$ cat config.mk
export PLATFORM = sky130hd
export DESIGN_NAME = seq_chunk_subtractor
export DESIGN_NICKNAME = d
export VERILOG_FILES = /design/src/rtl/seq_chunk_subtractor.sv
export SDC_FILE = /design/constraint.sdc
export NUM_CORES = 1
export LEC_CHECK = 0
export CAP_MARGIN = 20
export CORE_UTILIZATION = 45
export CTS_BUF_LIST = sky130_fd_sc_hd__clkbuf_4 sky130_fd_sc_hd__clkbuf_8 sky130_fd_sc_hd__clkbuf_16
export DETAILED_ROUTE_END_ITERATION = 12
export PLACE_DENSITY_LB_ADDON = 0.2
export SYNTH_ARGS = -nofsm -noshare
export SYNTH_HDL_FRONTEND = slang
export SYNTH_SLANG_ARGS = --single-unit
export TNS_END_PERCENT = 1
$ cat constraint.sdc
create_clock -name clk -period 3.5 [get_ports clk]
set_input_delay 1.05 -clock clk [delete_from_list [all_inputs] [get_ports clk]]
set_output_delay 1.05 -clock clk [all_outputs]
set_load 0.02 [all_outputs]
$ cat src/rtl/seq_chunk_subtractor.sv
`default_nettype none
// ============================================================================
// Module   : seq_chunk_subtractor
// Brief    : Multi-cycle WIDTH-bit subtractor. Subtracts CHUNK bits per clock
//            with the borrow held in a register between chunks. Operands are
//            accepted and results returned through valid/ready handshakes.
//            Optional macro SEQSUB_FLAGS_EN adds registered Zero and signed
//            overflow (Ovf) result flags.
// Revision : 1.0 - initial release
// ============================================================================
module seq_chunk_subtractor #(
    parameter int WIDTH = 32,
    parameter int CHUNK = 8
) (
    input  logic             clk,
    input  logic             reset,
    input  logic             in_valid,
    output logic             in_ready,
    input  logic [WIDTH-1:0] A,
    input  logic [WIDTH-1:0] B,
    input  logic             Bin,
    output logic             out_valid,
    input  logic             out_ready,
    output logic [WIDTH-1:0] Diff,
    output logic             Bout
`ifdef SEQSUB_FLAGS_EN
    ,
    output logic             Zero,
    output logic             Ovf
`endif
);

    localparam int NCHUNK = WIDTH / CHUNK;
    localparam int IDXW   = (NCHUNK > 1) ? $clog2(NCHUNK) : 1;
    localparam logic [IDXW-1:0] C_LAST_IDX = IDXW'(NCHUNK - 1);

    localparam logic [1:0] S_IDLE = 2'd0;
    localparam logic [1:0] S_RUN  = 2'd1;
    localparam logic [1:0] S_DONE = 2'd2;

    logic [1:0]       state_q,  state_d;
    logic [WIDTH-1:0] a_q,      a_d;
    logic [WIDTH-1:0] b_q,      b_d;
    logic [WIDTH-1:0] diff_q,   diff_d;
    logic [IDXW-1:0]  idx_q,    idx_d;
    logic             borrow_q, borrow_d;
    logic             bout_q,   bout_d;

    logic [CHUNK-1:0] w_a_chunk;
    logic [CHUNK-1:0] w_b_chunk;
    logic [CHUNK-1:0] w_d;
    logic             w_br;
    logic             w_last;

`ifdef SEQSUB_FLAGS_EN
    logic zero_q, zero_d;
    logic ovf_q,  ovf_d;
    logic w_msb_bin;
`endif

    // Slice the current chunk and subtract it with the carried borrow
    always_comb begin
        w_a_chunk     = a_q[idx_q*CHUNK +: CHUNK];
        w_b_chunk     = b_q[idx_q*CHUNK +: CHUNK];
        {w_br, w_d}   = {1'b0, w_a_chunk} - {1'b0, w_b_chunk}
                        - {{CHUNK{1'b0}}, borrow_q};
        w_last        = (idx_q == C_LAST_IDX);
`ifdef SEQSUB_FLAGS_EN
        // For one bit, d = a ^ b ^ borrow_in, so the borrow into the MSB
        // can be recovered from the MSB operands and result.
        w_msb_bin     = w_a_chunk[CHUNK-1] ^ w_b_chunk[CHUNK-1] ^ w_d[CHUNK-1];
`endif
    end

    // Next-state logic of the IDLE -> RUN -> DONE sequencer
    always_comb begin
        state_d  = state_q;
        a_d      = a_q;
        b_d      = b_q;
        diff_d   = diff_q;
        idx_d    = idx_q;
        borrow_d = borrow_q;
        bout_d   = bout_q;
`ifdef SEQSUB_FLAGS_EN
        zero_d   = zero_q;
        ovf_d    = ovf_q;
`endif
        case (state_q)
            S_IDLE: begin
                if (in_valid) begin
                    a_d      = A;
                    b_d      = B;
                    borrow_d = Bin;
                    idx_d    = '0;
                    state_d  = S_RUN;
                end
            end
            S_RUN: begin
                diff_d[idx_q*CHUNK +: CHUNK] = w_d;
                borrow_d = w_br;
                if (w_last) begin
                    // Index parks at 0 so the part-select never leaves range
                    idx_d   = '0;
                    bout_d  = w_br;
                    state_d = S_DONE;
`ifdef SEQSUB_FLAGS_EN
                    zero_d  = (diff_d == '0);
                    ovf_d   = w_msb_bin ^ w_br;
`endif
                end else begin
                    idx_d = idx_q + IDXW'(1);
                end
            end
            S_DONE: begin
                if (out_ready) begin
                    state_d = S_IDLE;
                end
            end
            default: begin
                state_d = S_IDLE;
            end
        endcase
    end

    // State and datapath registers, synchronous active-high reset
    always_ff @(posedge clk) begin
        if (reset) begin
            state_q  <= S_IDLE;
            a_q      <= '0;
            b_q      <= '0;
            diff_q   <= '0;
            idx_q    <= '0;
            borrow_q <= 1'b0;
            bout_q   <= 1'b0;
        end else begin
            state_q  <= state_d;
            a_q      <= a_d;
            b_q      <= b_d;
            diff_q   <= diff_d;
            idx_q    <= idx_d;
            borrow_q <= borrow_d;
            bout_q   <= bout_d;
        end
    end

`ifdef SEQSUB_FLAGS_EN
    // Result flag registers, captured on the final RUN edge
    always_ff @(posedge clk) begin
        if (reset) begin
            zero_q <= 1'b0;
            ovf_q  <= 1'b0;
        end else begin
            zero_q <= zero_d;
            ovf_q  <= ovf_d;
        end
    end

    assign Zero = zero_q;
    assign Ovf  = ovf_q;
`endif

    // Handshake outputs decode registered state only
    assign in_ready  = (state_q == S_IDLE);
    assign out_valid = (state_q == S_DONE);
    assign Diff      = diff_q;
    assign Bout      = bout_q;

endmodule
`default_nettype wire
# Word level (Yosys, flattened, before mapping)

Cells that the tools add are included.

Word-level logic and storage cells: 37
Output and inout bits: 35
Flip-flop bits (word level): 102
Input port bits: 69

Eq/ne operators: 6
$add $sub $neg: 4
Muxes and demuxes: 10
Reduce and logical (&&, ||, !) cells: 6
Shifts and indexed selects: 4

Operators by type and width:

| operator                  | number |
|---|---|
| $shiftx A32 B6 Y8         | 2 |
| $neg A5 Y34               | 1 |
| $shift A8 B34 Y32 const A | 1 |
| $shiftx A8 B34 Y32        | 1 |
| $bwmux W32                | 1 |
| $mux W2                   | 5 |
| $sub A8 B8 Y9             | 1 |
| $sub A9 B1 Y9             | 1 |
| $pmux W2 S3               | 1 |
| $reduce_and A2 Y1         | 3 |
| $eq A2 B2 Y1 const B      | 2 |
| $ne A2 B2 Y1 const B      | 2 |
| $pmux W2 S2               | 1 |
| $reduce_and A3 Y1         | 1 |
| $add A2 B1 Y2 const B     | 1 |
| $eq A2 B1 Y1 const B      | 1 |
| $logic_not A2 Y1          | 1 |
| $ne A2 B1 Y1 const B      | 1 |
| $pmux W1 S2               | 1 |
| $reduce_bool A2 Y1        | 1 |
| $mux W1                   | 1 |

# Longest topological paths before layout

Gate-level depths: netlist of run 1.

Depth after elaboration: 5
Gate-level depth with buffers: 12

# Worst setup path after synthesis of run 1

OpenSTA, ideal clock, no wires.

Path kind: register to register
From: register idx_q[0]
To: register bout_q (netlist: Bout)
Setup slack: -0.191 ns
Data required time: 3.409 ns
Arrival: 3.600 ns
Cell stages (with the launch flop): 11
Buffers on the path: 2
Cell sequence: dfxtp_1 -> buf_2 -> buf_2 -> mux4_2 -> fa_1 -> fa_1 -> nand2b_1 -> a2111oi_2 -> o311ai_1 -> xor2_1 -> a311oi_1

Word-level cells in the longest chain between the ends: 3
Elaborated cells between the ends (all ways): 6

RTL lines:

| item                                        | line   | text |
|---|---|---|
| from (decl)                                 | 45     | `logic [IDXW-1:0] idx_q, idx_d;` |
| from (signal assigned)                      | 140    | `idx_q <= idx_d;` |
| $shiftx A32 B6 Y8, on equally long branches | 63, 64 |  |
| $sub A8 B8 Y9                               | 65     | `{w_br, w_d} = {1'b0, w_a_chunk} - {1'b0, w_b_chunk}` |
| $sub A9 B1 Y9                               | 66     | `- {{CHUNK{1'b0}}, borrow_q};` |
| to (signal assigned)                        | 142    | `bout_q <= bout_d;` |
| to (decl)                                   | 47     | `logic bout_q, bout_d;` |

Several ways; a longest one is shown, not always the timed one.
A chain may end at the register's enable or synchronous reset.

# Worst setup path in the final report of run 1

Ends and elaborated chain as after synthesis.

==> metrics.md, run 1 <==
| Metric | Value |
|---|---|
| Status | finished clean |
| Post-CTS Hold Buffers | 0 |
| R2r setup slk | 0.32 ns |
| DRT iter0 DRCs | approximately 240 |
| Mapped Nets | 618 |
| DR vias | 3965 |
| Share of cells above drive strength 1 | a little under a tenth |
| Critical Path Start | idx_q[0] |
| Non-Filler Instances | 756 |
| Die ar. | 10600 um^2 |
| Top delay family on crit path | compound AO/OA/AOI/OAI gates |
| PwrDens | around 460 nW/um^2 |
| Clock latency on the worst-skew pair | 0.36 ns |
| Depth of the CTS H-tree | 3 |
| Register Area | 2040 um^2 |
| Top_reg_cell synth | dfxtp_1 |
| Buffers on Ports | 103 |
| Start point of the worst hold path | a_q[14] |
| Largest stage delay, worst path | between 0.4 and 0.5 ns |
| Sequential share of the synthesized area | 44.5% |
| DP Worst Slack | 0.364 ns |
| Die Wd | 103 um |
| Least-Margin Pin Slew | 0.912 ns |
| Clock transition at path regs | 0.10 ns |
| Synth area leaders | dfxtp_1, nand2_1, a21oi_1 |
| CP Max Fanout | 8 |
| Post-synthesis cell area | 4590 um^2 |
| Vias in the first global route | 3747 |
| Post-CTS sizing | 0 |
| Required @ worst endpoint | 3.77 ns |
| Gr usage total | 22.6% |
| Most frequent cell after synthesis | nand2_1 |
| Worst hold path type | flip-flop to flip-flop |
| Initial antenna violation count | 0 |
| Final period util | 90.8% |
| Total Nets Final | around 710 |
| Async set-reset flop share out of synthesis | 0% |
| RR Startpoint | idx_q[0] |
| I/O pins | approximately 100 |
| Minimum clock period | between 3 and 4 ns |
| Final Hold Fails | 0 |
| Synth top area share | 44.5% |
| Die Height | 103 um |
| CTS tree | done |
| WL final | 11200 um |
| Post-route ant nets | 0 |
| CORE AREA | slightly below 10000 um^2 |
| Commonest cells in the netlist | nand2_1, dfxtp_1, a21oi_1, nor2_1, clkbuf_1 |
| Met2 WL | 5380 um |
| Synth cell types | 43 |
| Via density | 5.24 |
| Final worst slack | ~0.32 ns |
| Maxcap violations | 0 |
| Crit Path Category | flip-flop to flip-flop |
| Wire per inst | 14.8 um |
| Met3 wire len | around 500 um |
| Fillers | 914 |
| Final setup TNS | 0 ns |
| Rows | 36 |
| Max-slew violation count | 0 |
| RSZ-0062 raised after global routing | false |
| EDFF count, synth | 0 |
| TritonCTS Buffers | 9 |
| Yosys warns | 0 |
| First-pass DRT Iterations | 5 |
| Pin count of the biggest net entering global routing | 54 |
| Worst relative slew slack | 39.2% |
| Type of origin of the critical path | flip-flop |
| Post-route DRC | 0 |
| Worst path bufs/invs | 2 |
| Initial Utilization | between 40% and 50% |
| N_diodes | 0 |
| Post-CTS Setup Bufs | 0 |
| Final HPWL DP | approximately 8000 um |
| Grt ovf | 0 |
| Mean Syn Cell Area | 8.67 um^2 |
| Worst endpoint data arrival time | ~3.4 ns |
| Final setup fails | 0 |
| Routability cong. | about 0.89 |
| Critical Path End Type | flip-flop |
| CTS root buf | clkbuf_8 |
| #FFs+latches synth | between 100 and 150 |
| Crit-path cells | buf_4 > mux4_2 > inv_1 > fa_1 > fa_1 > nand2b_1 > a2111oi_2 > o311ai_1 > xor2_1 > a311oi_1 |
| Area growth, synth to finish | 30.3% |
| Largest area contributor in the netlist | dfxtp_1 |
| CP most frequent cell | fa_1 |
| Placed cell count | 740 |
| Worst IR Drop VDD | 0.000235 V |
| Critical path's slowest cell | a2111oi_2 |
| First-pass GRT wire length | 18200 um |
| FMAX | around 0.31 GHz |
| Synth Instances | around 530 |
| DR top layer | met4 |
| Routed met1 length | 5190 um |
| LEAKAGE | roughly 2.2 nW |
| Clock Skew | 0.00861 ns |
| Area of the multi-input gates | 2330 um^2 |
| Clock Path Buffers | 2 |
| Clock sink total | between 100 and 150 |
-- final cells by class --
cell class	instances	share of cell area (%)
Clock buffer	10	2.30
Clock inverter	6	1.53
Sequential cell	102	34.2
Inverter	23	1.44
Tap cell	133	2.78
Timing Repair Buffer	111	18.8
Multi-Input combinational cell	371	39.0
-- registers in the layout (all words and copies together), names as in the netlist --
name	count
Diff	32
Bout	1
state_q	2
b_q	32
idx_q	2
borrow_q	1
a_q	32
-- kinds of logic (layout without fill, tap and decap cells) --
family	Yosys count	count (layout)	synth area share, %
buf+inv	56	150	4.75
mux	19	19	8.32
compound gates	124	124	16.5
xor+xnor	5	5	1.12
fa+ha+maj	20	20	5.78
simple gates	203	203	19.0
flops	102	102	44.5
-- path summary, 6_finish.rpt --
check,to,depth (start not counted)
min reg2reg,a_q[14],2
max,Bout,10
min,a_q[14],2
max reg2reg,Bout,10
-- metal layers --
metal	global-route usage, %	vias up
met2	36.7	98
met5	0	-
met1	31.6	1884
met4	4.55	0
met3	4.14	10
li1	-	1973
-- through the flow --
stage,utilization (%),instance area [um^2],hold WS [ns],power [W]
final,60.9,5980,0.457,0.00274
after global routing,60.9,5980,0.476,0.00288
after CTS,60.9,5980,0.462,0.00276
after detailed placement,58.5,5750,0.448,0.00192
after global placement,58.5,5750,0.439,0.00191
after floorplan,-,4590,0.433,0.00170
-- power by group --
| group | internal, W | leakage, nW | switching (W) |
|---|---|---|---|
| clock | 0.000429 | 0.118 | 0.000414 |
| combinational | 0.000297 | 1.27 | 0.000353 |
| sequential | 0.00122 | 0.833 | 0.0000331 |
-- placed cells by master (no fill, tap or decap), types with 2 or more instances in the layout --
| cell | instances |
|---|---|
| a211oi_1 | 2 |
| a21oi_1 | 76 |
| a22oi_1 | 22 |
| buf_12 | 3 |
| buf_4 | 5 |
| bufinv_16 | 2 |
| clkbuf_8 | 10 |
| clkdlybuf4s50_1 | 102 |
| dfxtp_1 | 102 |
| fa_1 | 2 |
| ha_1 | 18 |
| inv_1 | 23 |
| inv_6 | 3 |
| mux2_2 | 3 |
| mux4_2 | 15 |
| nand2_1 | 141 |
| nand2b_1 | 8 |
| nand3b_1 | 8 |
| nor2_1 | 31 |
| nor2b_1 | 3 |
| nor3_1 | 3 |
| o21a_1 | 3 |
| o21ai_0 | 7 |
| o21ai_2 | 4 |
| xnor2_1 | 2 |
| xor2_1 | 2 |
-- worst register-to-register path, stage by stage (launching register included) --
cell       delay, ns
dfxtp_1         0.35
buf_4           0.19
mux4_2          0.33
inv_1           0.05
fa_1            0.43
fa_1            0.44
nand2b_1        0.20
a2111oi_2       0.46
o311ai_1        0.18
xor2_1          0.18
a311oi_1        0.27
Power figures use the tool's default switching activity.
==> run 2: changes to the inputs <==
--- a/config.mk
+++ b/config.mk
@@ -10,6 +10,7 @@
 export CTS_BUF_LIST = sky130_fd_sc_hd__clkbuf_4 sky130_fd_sc_hd__clkbuf_8 sky130_fd_sc_hd__clkbuf_16
 export DETAILED_ROUTE_END_ITERATION = 12
 export PLACE_DENSITY_LB_ADDON = 0.2
+export RECOVER_POWER = 25
 export SYNTH_ARGS = -nofsm -noshare
 export SYNTH_HDL_FRONTEND = slang
 export SYNTH_SLANG_ARGS = --single-unit
==> metrics.md, run 2 (synthesis gave the netlist of run 1 again) <==
| Metric | Value |
|---|---|
| Worst endpoint data arrival time | 3.45 ns |
| Clock sink total | between 100 and 150 |
| First-pass DRT Iterations | 5 |
| Final period util | 92.1% |
| Grt ovf | 0 |
| Wire per inst | 14.8 um |
| Initial antenna violation count | 0 |
| Met3 wire len | 505 um |
| Final Hold Fails | 0 |
| Post-route ant nets | 0 |
| FMAX | 0.310 GHz |
| Final HPWL DP | 8130 um |
| Least-Margin Pin Slew | 2.15 ns |
| DR vias | about 4000 |
| Start point of the worst hold path | a_q[14] |
| Maxcap violations | 1 |
| Clock Skew | 0.00800 ns |
| Max-slew violation count | 54 |
| LEAKAGE | 2.22 nW |
| Final setup fails | 0 |
| I/O pins | roughly 100 |
| Post-route DRC | 0 |
| Worst hold path type | flip-flop to flip-flop |
| Die ar. | around 11000 um^2 |
| Most frequent cells in the layout | nand2_1, dfxtp_1, clkdlybuf4s50_1, a21oi_1, nor2_1 |
| Vias in the first global route | 3747 |
| Core Util, Final | 60.7% |
| Routability cong. | 0.892 |
| Gr usage total | 22.6% |
| Critical Path Start | reset |
| Rows | 36 |
| Post-CTS Hold Buffers | 0 |
| Depth of the CTS H-tree | 3 |
| Area of the multi-input gates | 2330 um^2 |
| RR Startpoint | idx_q[0] |
| CTS tree | done |
| Critical Path End Type | flip-flop |
| Post-CTS Setup Bufs | 0 |
| Initial Utilization | 46.7% |
| Pwr Total | 0.00274 W |
| TritonCTS Buffers | 9 |
| Commonest non-fill, non-tap cell in the layout | nand2_1 |
| PwrDens | 460 nW/um^2 |
| Worst relative slew slack | -43.5% |
| Fillers | 916 |
| Clock latency on the worst-skew pair | 0.36 ns |
| Clock transition at path regs | ~0.10 ns |
| Crit Path Category | input port to flip-flop |
| DRT iter0 DRCs | 218 |
| Largest stage delay, worst path | 1.50 ns |
| Final setup TNS | 0 ns |
| N_diodes | 0 |
| Crit-path cells | clkbuf_1 > clkbuf_2 > a21oi_1 |
| RSZ-0062 raised after global routing | false |
| Clock Path Buffers | 2 |
| CTS root buf | clkbuf_8 |
| Critical path's slowest cell | clkbuf_1 |
| Status | complete, but fails checks |
| Worst IR Drop VDD | 0.000234 V |
| First-pass GRT wire length | 18200 um |
| Buffers on Ports | slightly above 100 |
| Die Height | between 100 and 150 um |
| Failing checks | max-capacitance violations, max-slew violations |
| Routed met1 length | 5210 um |
| Die Wd | 103 um |
| Area growth, synth to finish | 29.9% |
| Post-CTS sizing | 0 |
| Required @ worst endpoint | 3.73 ns |
| Minimum clock period | 3.22 ns |
| Total Nets Final | 707 |
| Met2 WL | 5360 um |
| WL final | 11200 um |
| Type of origin of the critical path | input port |
| Share of cells above drive strength 1 | 8.99% |
| Pin count of the biggest net entering global routing | 54 |
| Via density | 5.25 |
| Register Area | 2040 um^2 |
| CP Max Fanout | 53 |
| CORE AREA | 9820 um^2 |
| DR top layer | met4 |
## run 2: changes by cell type in the layout (fill, tap and decap cells not counted), sizes merged
cell,delta
buf,-3
clkbuf,+3
## run 2: routing by layer
metal	GRT usage, %	vias to the layer above
met3	4.14	10
met5	0	-
li1	-	1972
met2	36.7	101
met1	31.6	1885
met4	4.55	0
## run 2: worst paths after layout
check	slack, ns	cells after the start	end
min reg2reg	0.46	2	a_q[14]
min	0.46	2	a_q[14]
max reg2reg	0.29	10	Bout
max	0.28	3	b_q[1]
## run 2: metrics by stage
| stage | worst slack [ns] | hold WS, ns | area [um^2] | std cells |
|---|---|---|---|---|
| final | 0.278 | 0.458 | 5960 | 756 |
| after global routing | 0.104 | 0.476 | 5960 | 756 |
| after CTS | 0.321 | 0.462 | 5980 | 756 |
| after detailed placement | 0.364 | 0.448 | 5750 | 740 |
| after global placement | 0.406 | 0.439 | 5750 | 740 |
| after floorplan | 0.0332 | 0.433 | 4590 | 529 |
## run 2: cell type report
type | count | share of cell area (%)
Clock buffer | 10 | 2.31
Clock inverter | 6 | 1.53
Inverter | 23 | 1.45
Multi-Input combinational cell | 371 | 39.1
Sequential cell | 102 | 34.3
Tap cell | 133 | 2.79
Timing Repair Buffer | 111 | 18.5
## run 2: critical path: cells and delay by family
family	cells	cell delay, ns
compound gates	1	0.10
buf+inv	2	2.27
## run 2: where the power goes
part / leakage [nW] / total [W] / switching (W) / internal, W
Sequential: 0.833 / 0.00125 / 0.0000333 / 0.00122
Combinational: 1.27 / 0.000648 / 0.000353 / 0.000295
Clock: 0.118 / 0.000843 / 0.000413 / 0.000429
Total: 2.22 / 0.00274 / 0.000800 / 0.00194
==> run 3: changes to the inputs <==
--- a/config.mk
+++ b/config.mk
@@ -7,7 +7,6 @@
 export LEC_CHECK = 0
 export CAP_MARGIN = 20
 export CORE_UTILIZATION = 45
-export CTS_BUF_LIST = sky130_fd_sc_hd__clkbuf_4 sky130_fd_sc_hd__clkbuf_8 sky130_fd_sc_hd__clkbuf_16
 export DETAILED_ROUTE_END_ITERATION = 12
 export PLACE_DENSITY_LB_ADDON = 0.2
 export RECOVER_POWER = 25
==> results of run 3 <==
No change in the layout: final DEF, timing and power equal those of run 2.
